==> src/rtl/key_debounce_if.sv <==
// key_debounce_if: key inputs and debounced code outputs of key_debounce
//   key_n    raw active-low buttons, bit0=S1 .. bit3=S4
//   key_val  one-cycle key code pulse, 0 = none, 1..4 = S1..S4
//   key_held high while a debounced press is held
//   master drives key_n (board/bench), slave is the debouncer
interface key_debounce_if;
    logic [3:0] key_n;
    logic [2:0] key_val;
    logic       key_held;
    modport master (output key_n, input key_val, key_held);
    modport slave  (input key_n, output key_val, key_held);
endinterface

==> src/rtl/key_debounce.sv <==
// key_debounce: four bouncy active-low buttons to single-cycle key codes
//   clk  system clock
//   rst  asynchronous active-low reset
//   bus  key_debounce_if.slave: key_n in, key_val/key_held out
//   KEY_REPEAT_EN (macro) enables auto-repeat pulses while a key is held
module key_debounce #(
    parameter int DEB_MAX       = 999_999,
    parameter int CNT_W         = 26,
    parameter int REPEAT_DELAY  = 24_999_999,
    parameter int REPEAT_PERIOD = 9_999_999
) (
    input logic           clk,
    input logic           rst,
    key_debounce_if.slave bus
);
    localparam logic [1:0] IDLE = 2'd0, PRESS_DEB = 2'd1, HELD = 2'd2, REL_DEB = 2'd3;

    logic [3:0]       key_m, key_s, pressed;
    logic [1:0]       state, idx;
    logic [CNT_W-1:0] cnt;
    logic [2:0]       code, pri;
    logic             fire, down, cnt_done, rep_fire;

    assign pressed  = ~key_s;
    assign pri      = pressed[0] ? 3'd1 : pressed[1] ? 3'd2 : pressed[2] ? 3'd3 : 3'd4;
    // code 1..4 maps to bit 0..3; code 4 wraps to 3 in two bits
    assign idx      = code[1:0] - 2'd1;
    assign down     = pressed[idx];
    assign cnt_done = cnt == CNT_W'(DEB_MAX);
    // HELD and REL_DEB are the two states with bit 1 set
    assign bus.key_held = state[1];

    always_ff @(posedge clk or negedge rst)
        if (!rst)
            {key_s, key_m} <= '1;
        else
            {key_s, key_m} <= {key_m, bus.key_n};

`ifdef KEY_REPEAT_EN
    logic [CNT_W-1:0] rcnt;
    logic             rep;

    // rep marks that the initial delay has elapsed and the shorter period applies
    assign rep_fire = state == HELD && down &&
                      rcnt == (rep ? CNT_W'(REPEAT_PERIOD) : CNT_W'(REPEAT_DELAY));

    always_ff @(posedge clk or negedge rst)
        if (!rst) begin
            rcnt <= '0;
            rep  <= 1'b0;
        end else if (state != HELD || !down) begin
            rcnt <= '0;
            rep  <= 1'b0;
        end else if (rep_fire) begin
            rcnt <= '0;
            rep  <= 1'b1;
        end else begin
            rcnt <= rcnt + CNT_W'(1);
        end
`else
    logic unused_repeat;
    assign unused_repeat = ^{32'(REPEAT_DELAY), 32'(REPEAT_PERIOD)};
    assign rep_fire = 1'b0;
`endif

    // fire is staged one cycle so key_val is a registered copy of the latched code
    always_ff @(posedge clk or negedge rst)
        if (!rst) begin
            state       <= IDLE;
            cnt         <= '0;
            code        <= 3'd0;
            fire        <= 1'b0;
            bus.key_val <= 3'd0;
        end else begin
            fire        <= rep_fire;
            bus.key_val <= fire ? code : 3'd0;
            case (state)
                IDLE: begin
                    cnt <= '0;
                    if (|pressed) begin
                        code  <= pri;
                        state <= PRESS_DEB;
                    end
                end
                PRESS_DEB:
                    if (!down) begin
                        cnt   <= '0;
                        code  <= 3'd0;
                        state <= IDLE;
                    end else if (cnt_done) begin
                        fire  <= 1'b1;
                        cnt   <= '0;
                        state <= HELD;
                    end else begin
                        cnt <= cnt + CNT_W'(1);
                    end
                HELD:
                    if (!down) begin
                        cnt   <= '0;
                        state <= REL_DEB;
                    end
                REL_DEB:
                    if (down) begin
                        cnt   <= '0;
                        state <= HELD;
                    end else if (cnt_done) begin
                        cnt   <= '0;
                        code  <= 3'd0;
                        state <= IDLE;
                    end else begin
                        cnt <= cnt + CNT_W'(1);
                    end
                default: state <= IDLE;
            endcase
        end
endmodule

==> src/flat_wrapper.sv <==
// flat-port wrapper written by rule: the top's interface ports become plain ports
module key_debounce_flat 
#(
    parameter int DEB_MAX       = 999_999,
    parameter int CNT_W         = 26,
    parameter int REPEAT_DELAY  = 24_999_999,
    parameter int REPEAT_PERIOD = 9_999_999
)
  (clk, rst, bus_key_n, bus_key_val, bus_key_held);
  key_debounce_if bus_i ();
  input logic clk;
  input logic rst;
  input wire logic [$bits(bus_i.key_n)-1:0] bus_key_n;
  output wire logic [$bits(bus_i.key_val)-1:0] bus_key_val;
  output wire logic [$bits(bus_i.key_held)-1:0] bus_key_held;
  assign bus_i.key_n = bus_key_n;
  assign bus_key_val = bus_i.key_val;
  assign bus_key_held = bus_i.key_held;
  key_debounce #(.DEB_MAX(DEB_MAX), .CNT_W(CNT_W), .REPEAT_DELAY(REPEAT_DELAY), .REPEAT_PERIOD(REPEAT_PERIOD)) u_core (.clk(clk), .rst(rst), .bus(bus_i));
endmodule
==> config.mk <==
export PLATFORM = sky130hd
export DESIGN_NAME = key_debounce_flat
export DESIGN_NICKNAME = d
export VERILOG_FILES = /design/src/rtl/key_debounce_if.sv /design/src/rtl/key_debounce.sv /design/src/flat_wrapper.sv
export SDC_FILE = /design/constraint.sdc
export NUM_CORES = 1
export LEC_CHECK = 0
export CAP_MARGIN = 20
export CELL_PAD_IN_SITES_DETAIL_PLACEMENT = 0
export CELL_PAD_IN_SITES_GLOBAL_PLACEMENT = 1
export CORE_MARGIN = 2
export CORE_UTILIZATION = 47
export CTS_BUF_LIST = sky130_fd_sc_hd__clkbuf_4 sky130_fd_sc_hd__clkbuf_8 sky130_fd_sc_hd__clkbuf_16
export DETAILED_ROUTE_END_ITERATION = 12
export PLACE_DENSITY = 0.9
export SYNTH_ARGS = -nofsm -noshare
export SYNTH_HDL_FRONTEND = slang
export SYNTH_SLANG_ARGS = --single-unit
==> constraint.sdc <==
create_clock -name clk -period 3 [get_ports clk]
set_input_delay 0.6 -clock clk [delete_from_list [all_inputs] [get_ports clk]]
set_output_delay 0.6 -clock clk [all_outputs]
set_load 0.05 [all_outputs]
==> flow_summary_export.csv, run 1 <==
group,metric,value,unit
sta,finalClockSkew,9.73,ps
logic_synthesis,ys_ff_latch,43,
logic_synthesis,synth_commonest_cells,"dfrtp_1 (35), nand2_1 (23), a31oi_1 (19), o21ai_0 (15), nand3_1 (12)",
logic_synthesis,synth_nets,225,
route,wl_met3,138,µm
cts,clock-sinks,43,
logic_synthesis,yosys.area.top_type_share,40.7,%
power_and_ir_drop,combPwrFrac,19.5,%
global_route,gr-total-overflow,0,
worst_setup_path,worstPathCellList,"or4b_1 > or4_1 > or2_1 > buf_4 > a31oi_1 > mux2i_1",
power_and_ir_drop,cellInternalPower,990,µW
cts,clk_latency,300,ps
global_route,grt_pass1_vias,1532,
cts,cts.clk_slew.worst_paths,80,ps
logic_synthesis,synth.area.top_cells,"dfrtp_1 (41%), dfstp_2 (9.8%), a31oi_1 (5.5%)",
worst_setup_path,cp_max_fo,12,
sta,fin_crit_sh,83.8,%
global_route,grt_max_degree,44,
power_and_ir_drop,power_switching,410,µW
cts,clock_path_buffers,2,
sta,relSlewSlack,37.5,%
route,wl_met2,1950,µm
worst_setup_path,start_kind,"flop",
sta,hold-worst-slack,358,ps
logic_synthesis,syn_inst,218,
logic_synthesis,synth_flop_cell,"dfrtp_1",
route,routed_via_density,5.93,
floorplanning,dieArea,5140,µm²
sta,finalHoldViolCount,0,
layout,diodes,0,
global_route,grtUsageTotal,18.4,%
logic_synthesis,yosysMostFrequentCell,"dfrtp_1",
logic_synthesis,synth_cell_type_count,38,
sta,finalSetupViolCount,0,
flow_run,maxCapViolCount,0,
layout,fin_cells,282,
placed_design,dpl_cell_area,2270,µm²
sta,maxSlewViolCount,0,
layout,final_area,2390,µm²
cts,postCtsSetupBuffers,0,
logic_synthesis,synth_top_cell_by_area,"dfrtp_1",
worst_setup_path,critPathBufInv,1,
sta,grt_setup_unrepaired,"false",
placed_design,place_hpwl,2880,µm
route,wl_met1,2070,µm
floorplanning,die_h,71.7,µm
route,routed.top_layer,"met4",
logic_synthesis,ys_warn_count,0,
worst_setup_path,critical_path.endpoint_type,"flop",
placed_design,dp_cells,274,
floorplanning,start_util,49.1,%
floorplanning,io_pins,10,
sta,tightest_slew,937,ps
power_and_ir_drop,pwr-share-clk,32.3,%
power_and_ir_drop,leakagePower,0.000963,µW
power_and_ir_drop,peakVddDrop,0.357,mV
route,drc,0,
route,routedWlPerCell,15.0,µm
cts,cts_tree,"done",
worst_setup_path,slowest_stage,"or4_1",
layout,drive_gt1_share,10.0,%
global_route,grt_pass1_wl,7400,µm
worst_setup_path,path_class,"reg -> reg",
placed_design,gp_congestion,0.794,
route,initialDrtViolationCount,129,
layout,syn_to_final_growth,10.9,%
route,vias,1671,
cts,cts_buffers,5,
logic_synthesis,netlist_area,2150,µm²
route,drt-total-wl,4220,µm
power_and_ir_drop,power_density,586,nW/µm²
sta,fmaxAchievable,398,MHz
floorplanning,core,4380,µm²
cts,cts-root-buf,"clkbuf_8",
status,outcome,"completed",
logic_synthesis,synth_edf_count,0,
worst_setup_path,cp.required,3180,ps
power_and_ir_drop,total_power,1400,µW
cts,cts-htree-levels,2,
worst_setup_path,cpPeakStageDelay,540,ps
route,ant_nets,0,
logic_synthesis,yosysSeqAreaShare,50.4,%
sta,period_minus_slack,2510,ps
worst_setup_path,path_delay_family,"simple AND/OR/NAND/NOR gates",
logic_synthesis,async_flop_share,100,%
sta,tns,0,ps
power_and_ir_drop,seqPwrFrac,48.2,%
worst_setup_path,critPathArrivalTime,2700,ps
logic_synthesis,syn_avg_cell_area,9.88,µm²
floorplanning,rows,24,
cts,cts_resized,0,
power_and_ir_drop,swShare,29.3,%
worst_hold_path,hp-class,"reg -> reg",
floorplanning,die_x,71.7,µm
cts,cts-hold-fix-buffers,0,
global_route,antenna_found_initial,0,
placed_design,port_buffers,9,
layout,num-nets-final,236,
route,first_pass_iters,5,
[state kept, by name, indices dropped and copies added, names as in the netlist, named ones only]
| signal | flops |
|---|---|
| u_core.state | 1 |
| u_core.cnt | 26 |
| u_core.fire | 1 |
| u_core.key_m | 4 |
| u_core.key_s | 4 |
| u_core.bus.key_val | 3 |
| u_core.code | 3 |
[cell type report]
class	instances	area, µm²
inverter	5	18.8
clock inverter	2	37.5
tap	52	65.1
clock buffer	6	76.3
fill	386	2000
multi-input combinational	161	988
sequential	43	1090
timing repair buffer	13	115
[kinds of logic (layout without fill, tap and decap cells)]
logic type / Yosys count / in the layout / synth area share [%]
AND/OR/NAND/NOR: 100 / 100 / 25.6
flip-flops: 43 / 43 / 50.4
AO/OA/AOI/OAI: 45 / 45 / 12.8
multiplexers: 4 / 4 / 2.44
adder cells (fa/ha/maj): 1 / 1 / 0.581
XOR/XNOR: 11 / 11 / 4.47
buffers and inverters: 14 / 26 / 3.66
[through the flow]
stage          util, %  setup WS (ps)
2_1_floorplan        -            731
3_3_place_gp      51.9            543
3_5_place_dp      51.9            492
4_1_cts           54.5            488
5_1_grt           54.5            343
6_report          54.5            487
[layer usage]
layer  vias up  global-route usage, %
li1        835                      -
met1       804                   27.0
met2        25                   26.7
met3         7                   4.22
met4         0                   6.92
met5         -                      0
[worst paths after layout]
path | startpoint | end | slack (ps) | cells after the start
setup / recovery | u_core.cnt[10] | u_core.cnt[25] | 490 | 6
hold / removal | u_core.key_m[1] | u_core.key_s[1] | 360 | 0
setup reg to reg | u_core.cnt[10] | u_core.cnt[25] | 490 | 6
hold reg to reg | u_core.key_m[1] | u_core.key_s[1] | 360 | 0
max in group asynchronous | rst | u_core.cnt[10] | 1970 | 1
min in group asynchronous | rst | u_core.bus.key_val[2] | 430 | 1
[layout by cell type, fill, tap and decap left out, types with 2 or more instances in the layout]
cell             netlist  final
nor4_1                 3      3
mux2i_1                3      3
nand3b_1               8      8
inv_1                  5      5
nor3_1                 7      7
xor2_1                 6      6
dfrtp_1               35     35
nand4_1               10     10
nor2_1                10     10
xnor2_1                5      5
and4_1                 3      3
nor4b_1                2      2
and3_1                 9      9
and2_1                 7      7
o21ai_0               15     15
a31oi_1               19     19
clkbuf_8               0      5
nand3_1               12     12
dfstp_2                8      8
buf_4                  1      4
clkdlybuf4s50_1        0      8
nand2_1               23     23
or4_1                  2      2
a21oi_1                2      2
a32o_1                 2      2
[power groups by stage]
stage	Combinational [µW]	Sequential (µW)	Clock [µW]
global placement	274	682	0
CTS	277	674	465
global route	323	686	485
floorplan	223	670	0
detailed placement	276	684	0
finish	273	674	453
(Power assumes the default switching activity.)
==> run 2: changes to the inputs <==
==> constraint.sdc (replaced) <==
create_clock -name clk -period 2.5 [get_ports clk]
set_input_delay 0.5 -clock clk [delete_from_list [all_inputs] [get_ports clk]]
set_output_delay 0.5 -clock clk [all_outputs]
set_load 0.05 [all_outputs]
==> flow_summary_export.csv, run 2 (synthesis results as in run 1) <==
group,metric,value,unit
layout,layout_common_cells,"dfrtp_1 (35), nand2_1 (23), a31oi_1 (19), o21ai_0 (15)",
floorplanning,rows,24,
cts,clk_latency,300,ps
route,drc,0,
layout,top_register,"u_core.cnt",
layout,largest_register_ffs,26,
route,first_pass_iters,4,
sta,relSlewSlack,42.6,%
sta,tightest_slew,861,ps
worst_setup_path,critPathBufInv,1,
global_route,grtUsageTotal,18.7,%
floorplanning,die_x,71.7,µm
layout,syn_to_final_growth,13.6,%
layout,multi_input_comb_area,988,µm²
global_route,grt_pass1_vias,1530,
worst_setup_path,r2r_start,"u_core.cnt[12]",
floorplanning,start_util,49.1,%
cts,cts_resized,0,
status,outcome,"completed",
sta,hold-worst-slack,311,ps
route,routed_via_density,5.94,
power_and_ir_drop,pwr-share-clk,32.0,%
cts,clock-sinks,43,
floorplanning,core,4380,µm²
worst_setup_path,critPathLaunch,"u_core.cnt[12]",
global_route,antenna_found_initial,0,
floorplanning,dieArea,5140,µm²
worst_setup_path,start_kind,"flop",
layout,utilization,55.8,%
worst_setup_path,slowest_stage,"or4_1",
power_and_ir_drop,seqPwrFrac,48.0,%
worst_setup_path,path_delay_family,"simple AND/OR/NAND/NOR gates",
power_and_ir_drop,cellInternalPower,1180,µW
flow_run,maxCapViolCount,0,
route,ant_nets,0,
cts,postCtsSetupBuffers,0,
floorplanning,io_pins,10,
sta,tns,0,ps
layout,drive_gt1_share,13.0,%
worst_hold_path,hp-class,"in -> async",
layout,nFillCells,377,
floorplanning,die_h,71.7,µm
global_route,gr-total-overflow,0,
sta,fmaxAchievable,418,MHz
power_and_ir_drop,swShare,29.9,%
cts,cts_tree,"done",
route,drt-total-wl,4400,µm
worst_setup_path,rr_worst_depth,6,
cts,cts-hold-fix-buffers,0,
cts,cts.clk_slew.worst_paths,80,ps
global_route,grt_pass1_wl,7450,µm
sta,finalClockSkew,7.80,ps
power_and_ir_drop,power_density,686,nW/µm²
worst_setup_path,cp_max_fo,11,
route,routedWlPerCell,15.2,µm
worst_setup_path,worstPathCellList,"or4b_1 > or4_1 > or2_1 > buf_4 > a31oi_1 > mux2i_1",
layout,num-nets-final,244,
worst_setup_path,crit_cells,6,
power_and_ir_drop,peakVddDrop,0.453,mV
layout,layout.area.seq,1090,µm²
power_and_ir_drop,combPwrFrac,20.0,%
route,initialDrtViolationCount,113,
placed_design,gp_congestion,0.865,
placed_design,place_hpwl,2960,µm
route,vias,1722,
worst_setup_path,cpPeakStageDelay,540,ps
power_and_ir_drop,leakagePower,0.00101,µW
layout,diodes,0,
cts,cts_buffers,5,
sta,grt_setup_unrepaired,"false",
worst_setup_path,path_class,"reg -> reg",
cts,cts-htree-levels,2,
worst_setup_path,cp.required,2680,ps
cts,clock_path_buffers,2,
cts,cts-root-buf,"clkbuf_8",
sta,fin_crit_sh,95.7,%
worst_setup_path,critPathArrivalTime,2570,ps
placed_design,port_buffers,9,
sta,finalSetupViolCount,0,
sta,finalHoldViolCount,0,
power_and_ir_drop,power_switching,501,µW
worst_setup_path,critical_path.endpoint_type,"flop",
sta,maxSlewViolCount,0,
layout,final_common_cell,"dfrtp_1",
global_route,grt_max_degree,40,
sta,period_minus_slack,2390,ps
[run 2: cell types whose count changed in the layout (fill, tap and decap cells not counted)]
cell,previous run,this run
buf_4,4,12
clkinv_2,0,1
clkinvlp_4,1,0
clkbuf_4,1,0
clkinv_4,0,1
[run 2: power by group through the flow]
stage / logic (µW) / clock network [µW] / registers (µW)
finish: 336 / 537 / 806
global route: 380 / 580 / 816
global placement: 332 / 0 / 818
floorplan: 268 / 0 / 804
CTS: 334 / 554 / 806
detailed placement: 334 / 0 / 819
[run 2: layer usage]
metal	track usage (%)	wire length (µm)	share of wire, %	vias up
li1	-	-	-	846
met4	6.50	70	1.6	0
met3	4.92	219	5.0	7
met1	26.7	2170	49	832
met5	0	0	0	-
met2	27.7	1940	44	37
[run 2: final timing paths]
kind / end / slack, ps
worst max-delay path: u_core.cnt[25] / 110
worst min-delay path: u_core.cnt[18] / 310
worst max register to register: u_core.cnt[25] / 110
worst min register to register: u_core.key_s[1] / 360
max in group asynchronous: u_core.key_m[1] / 1500
min in group clk: u_core.key_s[1] / 360
[run 2: layout make-up]
cell class / count / area share (%)
tap: 52 / 2.66
clock inverter: 3 / 1.79
clock buffer: 5 / 2.81
sequential: 43 / 44.4
inverter: 5 / 0.767
multi-input combinational: 161 / 40.4
timing repair buffer: 21 / 7.16
[run 2: stage by stage]
step	worst slack, ps	cell area (µm²)	std cells	power (µW)
floorplan	231	2150	218	1070
global placement	169	2330	282	1150
detailed placement	128	2330	282	1150
CTS	129	2450	290	1690
global route	7.16	2450	290	1780
finish	107	2450	290	1680
==> run 3: changes to the inputs <==
--- a/config.mk
+++ b/config.mk
@@ -6,10 +6,10 @@
 export NUM_CORES = 1
 export LEC_CHECK = 0
 export CAP_MARGIN = 20
-export CELL_PAD_IN_SITES_DETAIL_PLACEMENT = 0
-export CELL_PAD_IN_SITES_GLOBAL_PLACEMENT = 1
+export CELL_PAD_IN_SITES_DETAIL_PLACEMENT = 1
+export CELL_PAD_IN_SITES_GLOBAL_PLACEMENT = 2
 export CORE_MARGIN = 2
-export CORE_UTILIZATION = 47
+export CORE_UTILIZATION = 39
 export CTS_BUF_LIST = sky130_fd_sc_hd__clkbuf_4 sky130_fd_sc_hd__clkbuf_8 sky130_fd_sc_hd__clkbuf_16
 export DETAILED_ROUTE_END_ITERATION = 12
 export PLACE_DENSITY = 0.9
==> flow_summary_export.csv, run 3 (synthesis results as in run 1) <==
group,metric,value,unit
power_and_ir_drop,combPwrFrac,21.5,%
power_and_ir_drop,power_switching,530,µW
floorplanning,rows,27,
floorplanning,core,5410,µm²
sta,tightest_slew,497,ps
worst_setup_path,cp_max_fo,12,
global_route,grt_pass1_vias,1751,
cts,clock_path_buffers,2,
route,routed_via_density,5.62,
cts,cts-hold-fix-buffers,0,
worst_setup_path,cp.required,2690,ps
sta,fin_crit_sh,92.6,%
placed_design,dpl_cell_area,2380,µm²
worst_setup_path,critPathArrivalTime,2500,ps
cts,cts_buffers,5,
global_route,grtUsageTotal,18.6,%
worst_setup_path,ff2ff_setup_slack,180,ps
worst_setup_path,r2r-end,"u_core.cnt[25]",
layout,syn_to_final_growth,15.4,%
layout,largest_register_ffs,26,
cts,clk_latency,300,ps
layout,drive_gt1_share,14.6,%
global_route,gr-total-overflow,0,
placed_design,gp_congestion,0.813,
route,drc,0,
layout,final_area,2480,µm²
sta,finalSetupViolCount,0,
route,vias,1754,
global_route,grt_pass1_wl,8930,µm
floorplanning,die_h,78.3,µm
global_route,grt_max_degree,20,
floorplanning,die_x,78.3,µm
power_and_ir_drop,leakagePower,0.00101,µW
sta,finalHoldViolCount,0,
layout,utilization,46.0,%
power_and_ir_drop,power_density,660,nW/µm²
flow_run,maxCapViolCount,0,
cts,cts-root-buf,"clkbuf_8",
route,routedWlPerCell,16.2,µm
floorplanning,start_util,39.8,%
sta,relSlewSlack,66.7,%
sta,finalClockSkew,8.79,ps
cts,cts_tree,"done",
power_and_ir_drop,seqPwrFrac,49.3,%
floorplanning,dieArea,6130,µm²
status,outcome,"completed",
worst_setup_path,rr_worst_depth,6,
power_and_ir_drop,peakVddDrop,0.419,mV
cts,cts.clk_slew.worst_paths,90,ps
placed_design,place_hpwl,3640,µm
worst_setup_path,r2r_start,"u_core.cnt[12]",
worst_setup_path,worstPathCellList,"or4b_1 > or4_1 > or2_4 > buf_4 > a31oi_1 > mux2i_1",
route,initialDrtViolationCount,74,
route,ant_nets,0,
layout,diodes,0,
worst_setup_path,start_kind,"flop",
worst_setup_path,critical_path.endpoint_type,"flop",
worst_setup_path,path_delay_family,"simple AND/OR/NAND/NOR gates",
worst_setup_path,slowest_stage,"or4_1",
worst_setup_path,path_class,"reg -> reg",
power_and_ir_drop,pwr-share-clk,29.2,%
worst_hold_path,hp-class,"in -> async",
worst_setup_path,critPathBufInv,1,
sta,tns,0,ps
sta,fmaxAchievable,432,MHz
cts,cts-htree-levels,2,
sta,grt_setup_unrepaired,"false",
global_route,antenna_found_initial,0,
layout,top_register,"u_core.cnt",
layout,fin_cells,312,
layout,final_common_cell,"dfrtp_1",
cts,clock-sinks,43,
power_and_ir_drop,cellInternalPower,1110,µW
floorplanning,io_pins,10,
placed_design,dp_cells,304,
placed_design,port_buffers,9,
route,drt-total-wl,5060,µm
route,first_pass_iters,4,
layout,layout_common_cells,"dfrtp_1 (35), nand2_1 (23), a31oi_1 (19), o21ai_0 (15), buf_4 (14)",
sta,period_minus_slack,2320,ps
worst_setup_path,cpPeakStageDelay,550,ps
sta,maxSlewViolCount,0,
power_and_ir_drop,swShare,32.3,%
layout,num-nets-final,246,
-- run 3: cell types whose count changed in the layout (fill, tap and decap cells not counted) --
cell        change
buf_4           +2
bufinv_16       -1
clkbuf_8        +1
clkinv_2        -1
clkinvlp_4      +1
nand2_2         -1
nand2_4         +1
nor3_1          -1
nor3_2          +1
or2_1           -1
or2_4           +1
-- run 3: through the flow --
| stage | setup slack (ps) | hold WS, ps | total power [µW] |
|---|---|---|---|
| after floorplan | 231 | 204 | 1070 |
| after global placement | 206 | 330 | 1160 |
| after detailed placement | 166 | 338 | 1180 |
| after CTS | 123 | 10.8 | 1660 |
| after global routing | 61.4 | 8.92 | 1750 |
| final | 185 | 13.2 | 1640 |
-- run 3: power by group through the flow --
| stage | Combinational (µW) | Sequential, µW | Clock [µW] |
|---|---|---|---|
| after floorplan | 268 | 804 | 0 |
| after global placement | 338 | 820 | 0 |
| after detailed placement | 352 | 823 | 0 |
| after CTS | 354 | 809 | 493 |
| after global routing | 403 | 821 | 527 |
| final | 352 | 809 | 478 |
-- run 3: repair_timing --
item / CTS / global route
setup buffers: 0 / 0
setup endpoints to repair: 0 / 5
resized for setup: 0 / 2
-- run 3: metal layers --
layer	global-route usage [%]	wire, µm	vias to the layer above
li1	-	-	852
met5	0	0	-
met1	26.2	2540	886
met3	3.10	82	5
met2	29.1	2390	11
met4	6.49	55	0
-- run 3: cell type report --
cell class / instances / area (µm²)
Tap cell: 72 / 90.1
Clock inverter: 2 / 16.3
Timing Repair Buffer: 23 / 190
Clock buffer: 6 / 82.6
Inverter: 5 / 18.8
Multi-Input combinational cell: 161 / 1000
Fill cell: 626 / 2920
Sequential cell: 43 / 1090
-- run 3: worst max path at each step --
stage | cells past startpoint | slack [ps] | startpoint | end
final | 6 | 180 | u_core.cnt[12] | u_core.cnt[25]
after global routing | 6 | 60 | u_core.cnt[12] | u_core.cnt[5]
after CTS | 5 | 120 | u_core.cnt[12] | u_core.cnt[10]
after detailed placement | 6 | 170 | u_core.cnt[12] | u_core.cnt[25]
after global placement | 6 | 210 | u_core.cnt[12] | u_core.cnt[18]
after floorplan | 6 | 230 | u_core.cnt[10] | u_core.cnt[1]
